<file path="src/rtl/serial_pattern_pkg.sv">
`default_nettype none
// ============================================================================
// Module   : serial_pattern_pkg
// Brief    : Shared types, defaults and helpers for the serial pattern
//            transmitter and the serial sequence-detector family.
// Revision : 1.0 - initial release
// ============================================================================
package serial_pattern_pkg;

    // Transmitter states; PARITY is reachable only when parity is compiled in
    typedef enum logic [1:0] {
        S_IDLE   = 2'd0,
        S_SHIFT  = 2'd1,
        S_PARITY = 2'd2,
        S_GAP    = 2'd3
    } spt_state_t;

    localparam int DEFAULT_WIDTH      = 8;
    localparam int DEFAULT_GAP_CYCLES = 1;

    // Bits needed to hold values 0..max_count, never less than one bit
    function automatic int cnt_width(input int max_count);
        if (max_count < 1) begin
            return 1;
        end
        return $clog2(max_count + 1);
    endfunction

endpackage
`default_nettype wire

</file>
<file path="src/rtl/spt_down_counter.sv">
`default_nettype none
// ============================================================================
// Module   : spt_down_counter
// Brief    : Loadable down counter with enable and terminal-count flag.
//            Load wins over enable; the count saturates at zero.
// Revision : 1.0 - initial release
// ============================================================================
module spt_down_counter #(
    parameter int CNT_W = 3
) (
    input  logic             clk,
    input  logic             rst,
    input  logic             i_load,
    input  logic [CNT_W-1:0] i_load_value,
    input  logic             i_en,
    output logic             o_tc
);

    logic [CNT_W-1:0] r_count;

    // Parallel load, otherwise count down while enabled until zero
    always_ff @(posedge clk or negedge rst) begin
        if (!rst) begin
            r_count <= '0;
        end else if (i_load) begin
            r_count <= i_load_value;
        end else if (i_en && (r_count != '0)) begin
            r_count <= r_count - 1'b1;
        end
    end

    assign o_tc = (r_count == '0);

endmodule
`default_nettype wire

</file>
<file path="src/rtl/serial_pattern_tx.sv">
`default_nettype none
// ============================================================================
// Module   : serial_pattern_tx
// Brief    : Serial bit-stream source. Takes a WIDTH-bit word over a
//            valid/ready handshake, shifts it out MSB-first on x, then holds
//            x low for GAP_CYCLES cycles before accepting the next word.
//            Define SERIAL_PATTERN_TX_PARITY_EN to append one even-parity
//            bit after bit 0.
// Revision : 1.0 - initial release
// ============================================================================
module serial_pattern_tx
    import serial_pattern_pkg::*;
#(
    parameter int WIDTH      = DEFAULT_WIDTH,
    parameter int GAP_CYCLES = DEFAULT_GAP_CYCLES
) (
    input  logic             clk,
    input  logic             rst,
    input  logic [WIDTH-1:0] data_in,
    input  logic             valid,
    output logic             ready,
    output logic             x,
    output logic             busy,
    output logic             done
);

    localparam int c_bit_w = cnt_width(WIDTH - 1);
    localparam int c_gap_w = cnt_width(GAP_CYCLES);
    localparam logic [c_bit_w-1:0] c_bit_load = c_bit_w'(WIDTH - 1);
    localparam logic [c_gap_w-1:0] c_gap_load =
        c_gap_w'((GAP_CYCLES > 0) ? (GAP_CYCLES - 1) : 0);
    localparam bit c_has_gap = (GAP_CYCLES > 0);

    spt_state_t       r_state;
    // MSB goes straight to x at the handshake, so only the lower bits are kept
    logic [WIDTH-2:0] r_shift;
    logic             r_x;
    logic             r_busy;
    logic             r_done;
`ifdef SERIAL_PATTERN_TX_PARITY_EN
    logic             r_parity;
`endif

    logic w_bit_tc;
    logic w_gap_tc;
    logic w_bit_load;
    logic w_bit_en;
    logic w_gap_load;
    logic w_gap_en;

    // Counters are preloaded while outside their active state, so they hold
    // the full count on the first cycle of SHIFT / GAP
    assign w_bit_load = (r_state == S_IDLE);
    assign w_bit_en   = (r_state == S_SHIFT);
    assign w_gap_load = (r_state != S_GAP);
    assign w_gap_en   = (r_state == S_GAP);

    spt_down_counter #(
        .CNT_W (c_bit_w)
    ) u_bit_cnt (
        .clk          (clk),
        .rst          (rst),
        .i_load       (w_bit_load),
        .i_load_value (c_bit_load),
        .i_en         (w_bit_en),
        .o_tc         (w_bit_tc)
    );

    spt_down_counter #(
        .CNT_W (c_gap_w)
    ) u_gap_cnt (
        .clk          (clk),
        .rst          (rst),
        .i_load       (w_gap_load),
        .i_load_value (c_gap_load),
        .i_en         (w_gap_en),
        .o_tc         (w_gap_tc)
    );

    // Framing FSM: handshake, MSB-first shift, optional parity, then gap
    always_ff @(posedge clk or negedge rst) begin
        if (!rst) begin
            r_state  <= S_IDLE;
            r_shift  <= '0;
            r_x      <= 1'b0;
            r_busy   <= 1'b0;
            r_done   <= 1'b0;
`ifdef SERIAL_PATTERN_TX_PARITY_EN
            r_parity <= 1'b0;
`endif
        end else begin
            r_done <= 1'b0;
            case (r_state)
                S_IDLE: begin
                    if (valid) begin
                        r_shift  <= data_in[WIDTH-2:0];
                        r_x      <= data_in[WIDTH-1];
                        r_busy   <= 1'b1;
                        r_state  <= S_SHIFT;
`ifdef SERIAL_PATTERN_TX_PARITY_EN
                        r_parity <= ^data_in;
`endif
                    end
                end

                S_SHIFT: begin
                    if (w_bit_tc) begin
                        // bit 0 has been on x for a full cycle
`ifdef SERIAL_PATTERN_TX_PARITY_EN
                        r_x     <= r_parity;
                        r_state <= S_PARITY;
`else
                        r_x    <= 1'b0;
                        r_done <= 1'b1;
                        if (c_has_gap) begin
                            r_state <= S_GAP;
                        end else begin
                            r_state <= S_IDLE;
                            r_busy  <= 1'b0;
                        end
`endif
                    end else begin
                        r_x     <= r_shift[WIDTH-2];
                        r_shift <= r_shift << 1;
                    end
                end

                S_PARITY: begin
`ifdef SERIAL_PATTERN_TX_PARITY_EN
                    r_x    <= 1'b0;
                    r_done <= 1'b1;
                    if (c_has_gap) begin
                        r_state <= S_GAP;
                    end else begin
                        r_state <= S_IDLE;
                        r_busy  <= 1'b0;
                    end
`else
                    r_x     <= 1'b0;
                    r_busy  <= 1'b0;
                    r_state <= S_IDLE;
`endif
                end

                S_GAP: begin
                    if (w_gap_tc) begin
                        r_state <= S_IDLE;
                        r_busy  <= 1'b0;
                    end
                end

                default: begin
                    r_x     <= 1'b0;
                    r_busy  <= 1'b0;
                    r_state <= S_IDLE;
                end
            endcase
        end
    end

    assign ready = (r_state == S_IDLE);
    assign x     = r_x;
    assign busy  = r_busy;
    assign done  = r_done;

endmodule
`default_nettype wire

</file>
<file path="config.mk">
export PLATFORM = sky130hd
export DESIGN_NAME = serial_pattern_tx
export DESIGN_NICKNAME = d
export VERILOG_FILES = /design/src/rtl/serial_pattern_pkg.sv /design/src/rtl/spt_down_counter.sv /design/src/rtl/serial_pattern_tx.sv
export SDC_FILE = /design/constraint.sdc
export NUM_CORES = 1
export LEC_CHECK = 0
export ABC_AREA = 1
export CORE_ASPECT_RATIO = 2
export CORE_UTILIZATION = 30
export DETAILED_ROUTE_END_ITERATION = 6
export GPL_ROUTABILITY_DRIVEN = 1
export GPL_TIMING_DRIVEN = 0
export PLACE_DENSITY = 0.46
export RECOVER_POWER = 25
export SLEW_MARGIN = 25
export SYNTH_ARGS = -nofsm -noshare
export SYNTH_HDL_FRONTEND = slang
export SYNTH_SLANG_ARGS = --single-unit
</file>
<file path="constraint.sdc">
create_clock -name clk -period 1.82 [get_ports clk]
set_input_delay 0.182 -clock clk [delete_from_list [all_inputs] [get_ports clk]]
set_output_delay 0.182 -clock clk [all_outputs]
set_load 0.02 [all_outputs]
</file>
==> results.md <==
* Status: complete, no violations
* Average vias per placed instance at 4.61
* Aggregate routed wire length at roughly 1900 um
* Setup ws final at 0.179 ns
* Antenna-violating nets left at 0
* DR WL/cell at 11.7 um
* Worst setup path startpoint: r_state[0]$_DFFE_PN0P_
* Die span in x at 40.8 um
* Worst path cell trace: inv_1 > ha_1 > dlygate4sd2_1
* Vias in the first global route at 729
* I/O Pins at 15
* Number of diodes at 0
* Share of final-layout standard cells stronger than drive strength 1 at 0.111
* Headroom to the max-slew limit at 0.475
* Post-Syn Area at ~900 um2
* Post-cts hold buffer count at 0
* Final total negative setup slack at 0 ns
* Unique cell type count in the Yosys netlist at 17
* RePlAce Congestion at 0.745
* Avg Inst Size Synth at 7.72 um2
* Global-route met1 utilization at 0.139
* Number of buffers added by the clock tree synthesis step at 3
* Final critical-path share of the clock period at 0.902
* Unrepaired setup endpoints after global routing: no
* # DRC at 0
* Power per unit of standard cell area at 1770 mW/mm2
* Setup slack on the worst flop-to-flop path at 0.29 ns
* Post-Syn Instances at 117
* Clk_lat worst skew at 0.25 ns
* Worst flop-to-flop path startpoint: r_state[0]$_DFFE_PN0P_
* Max IR drop VDD at 0.886 mV
* Placed cell count at 160
* TritonCTS clock tree: yes
* Portion of the post-synthesis area used by sequential elements at 0.443
* Total setup violations reported at the end of the flow at 0
* Clock transition at the registers of the reported paths at roughly 0.060 ns
* Met3 Usage GRT at 0.0167
* Met2 usage at 0.256
* Final setup skew at 0.00186 ns
* Final net count at 153
* Worst Setup End Kind: primary output
* Initial Utilization at 0.322
* Cell at the root of the clock tree: sky130_fd_sc_hd__clkbuf_8
* Max Slew Vio Count at 0
* Number of antenna violations at the first check in global routing at 0
* Biggest fanout along the worst timing path at 6
* Required time reported for the critical path endpoint at 1.64 ns
* Total number of vias at roughly 760
* Area added between synthesis and finish at 25.5%
* Placement Setup Slack at approximately 0.16 ns
* Worst Max-Slew Pin Slew at 0.785 ns
* Arrival time of the worst setup path at 1.46 ns
* Overall track demand over capacity in global routing at 0.139
* DR pass1 iterations at 4
* Synthesized Nets at 134
* Placeable Area at 0.00280 mm2
* Post-route minimum period at 1.64 ns
* Post CTS Setup Buffer Count at 0
* Largest delay share family, worst path: buffers and inverters
* Filler instances at between 300 and 400
* Layout Cells excl Fill at between 150 and 200
* Total die area at roughly 0.0032 mm2
* Total gr overflow at 0
* Count of warnings emitted by yosys at 0
* Die Y at 79.6 um
* Count of port buffers added during placement at 14
* Cell type of the slowest stage on the worst timing path: sky130_fd_sc_hd__dfrtp_1
* H-tree Lvls at 1
* Reported leakage power at approximately 0.63 nW
* Buffers & Inverters on Critical Path at 2
* Maximum number of pins on one net before global-route repair at 17
* 1st-iter DRT viols at 20
* Delay contributed by the slowest stage of the critical path at 0.41 ns
* Crit path launch type: register
* Most Crowded Layer GR: met2
* Flop and latch count out of synthesis at 16
* Max Cap Violations at 0
* TritonCTS Sinks at 16
* Estimated wirelength of the detail-placed design at 1490 um
* Highest attainable clock frequency at around 610 MHz
* Wire length of the first global-routing pass at 3080 um
* Most frequent cells in the layout: sky130_fd_sc_hd__nand2_1, sky130_fd_sc_hd__dfrtp_1, sky130_fd_sc_hd__nand3_1
* Worst hold path type: primary input to async pin
* Most common library cell in the layout ignoring fill and taps: sky130_fd_sc_hd__nand2_1
* Number of placement rows at 27
* Share of the core filled with cells at 0.404
* Final Hold Violating Endpoints at 0
* Number of buffers between clock root and the deepest sink at 2
* Critical path start-end classification: register to primary output
[sequential cells by signal, indices dropped and copies added (netlist names)]
name               count
busy                   1
done                   1
r_shift                7
r_state                2
u_bit_cnt.r_count      3
u_gap_cnt.r_count      1
x                      1
[layer usage]
layer | vias to the layer above | share of wire
met5 | - | 0
met4 | 0 | 0.018
met3 | 4 | 0.029
met2 | 12 | 0.56
met1 | 347 | 0.39
li1 | 393 | -
[what timing repair did]
item,CTS,global route
gates resized for setup,1,0
endpoints found under the hold margin,0,0
setup endpoints to repair,1,0
[cells by family after synthesis]
family,count (synthesis),synth area share
fa+ha+maj,6,0.0831
flops,16,0.443
buf+inv,14,0.0665
compound gates,3,0.0166
other cells,1,0.00415
simple gates,77,0.386
[area by class of cell]
| class | instances | area (um2) | share of cell area |
|---|---|---|---|
| Timing Repair Buffer | 14 | 139 | 0.123 |
| Multi-Input combinational cell | 87 | 443 | 0.391 |
| Clock buffer | 4 | 55.1 | 0.0486 |
| Sequential cell | 16 | 400 | 0.353 |
| Buffer | 1 | 11.3 | 0.00993 |
| Tap cell | 29 | 36.3 | 0.0320 |
| Inverter | 13 | 48.8 | 0.0430 |
[cells in the mapped netlist]
cell type / n / area share
sky130_fd_sc_hd__or2_2: 1 / 0.0069
sky130_fd_sc_hd__nor2_2: 1 / 0.0069
sky130_fd_sc_hd__nand4_1: 1 / 0.0069
sky130_fd_sc_hd__ha_1: 6 / 0.083
sky130_fd_sc_hd__nor2_4: 2 / 0.025
sky130_fd_sc_hd__buf_6: 1 / 0.012
sky130_fd_sc_hd__nand2_1: 52 / 0.22
sky130_fd_sc_hd__o21ai_0: 2 / 0.011
sky130_fd_sc_hd__dfrtp_1: 16 / 0.44
sky130_fd_sc_hd__nor2_1: 4 / 0.017
sky130_fd_sc_hd__a21oi_1: 1 / 0.0055
sky130_fd_sc_hd__inv_2: 3 / 0.012
sky130_fd_sc_hd__conb_1: 1 / 0.0042
sky130_fd_sc_hd__nand3_2: 1 / 0.011
sky130_fd_sc_hd__nand2_4: 2 / 0.025
sky130_fd_sc_hd__nand3_1: 13 / 0.072
sky130_fd_sc_hd__inv_1: 10 / 0.042
[through the flow]
| stage | power, mW | hold slack, ns | instance area (um2) |
|---|---|---|---|
| finish | 2.01 | 0.458 | 1130 |
| global route | 2.22 | 0.501 | 1130 |
| CTS | 2.05 | 0.418 | 1130 |
| detailed placement | 1.73 | 0.458 | 1080 |
| global placement | 1.72 | 0.457 | 1080 |
| floorplan | 1.42 | -0.114 | 903 |
[power breakdown]
part	total, mW	internal, mW	leakage, nW	switching (mW)
Sequential	0.585	0.508	0.194	0.0767
Clock	0.314	0.192	0.0288	0.122
Combinational	1.11	0.418	0.404	0.693
Total	2.01	1.12	0.626	0.892
[final timing paths]
check                                    endpoint  cells after the start
min in group clk           r_shift[0]$_DFFE_PN0P_                      2
hold reg to reg            r_shift[0]$_DFFE_PN0P_                      2
setup reg to reg           r_shift[2]$_DFFE_PN0P_                      8
max in group asynchronous  r_shift[6]$_DFFE_PN0P_                      1
hold / removal                     done$_DFF_PN0_                      1
setup / recovery                            ready                      3
[worst register-to-register path, cell delays in order (launching register included)]
cell and delay, ns:
sky130_fd_sc_hd__dfrtp_1 0.39, sky130_fd_sc_hd__inv_1 0.08, sky130_fd_sc_hd__ha_1 0.31, sky130_fd_sc_hd__inv_2 0.15, sky130_fd_sc_hd__nor2_4 0.05, sky130_fd_sc_hd__nor2_4 0.20
sky130_fd_sc_hd__nand2_4 0.12, sky130_fd_sc_hd__nand2_1 0.08, sky130_fd_sc_hd__nand2_1 0.05
(Power assumes the default switching activity.)
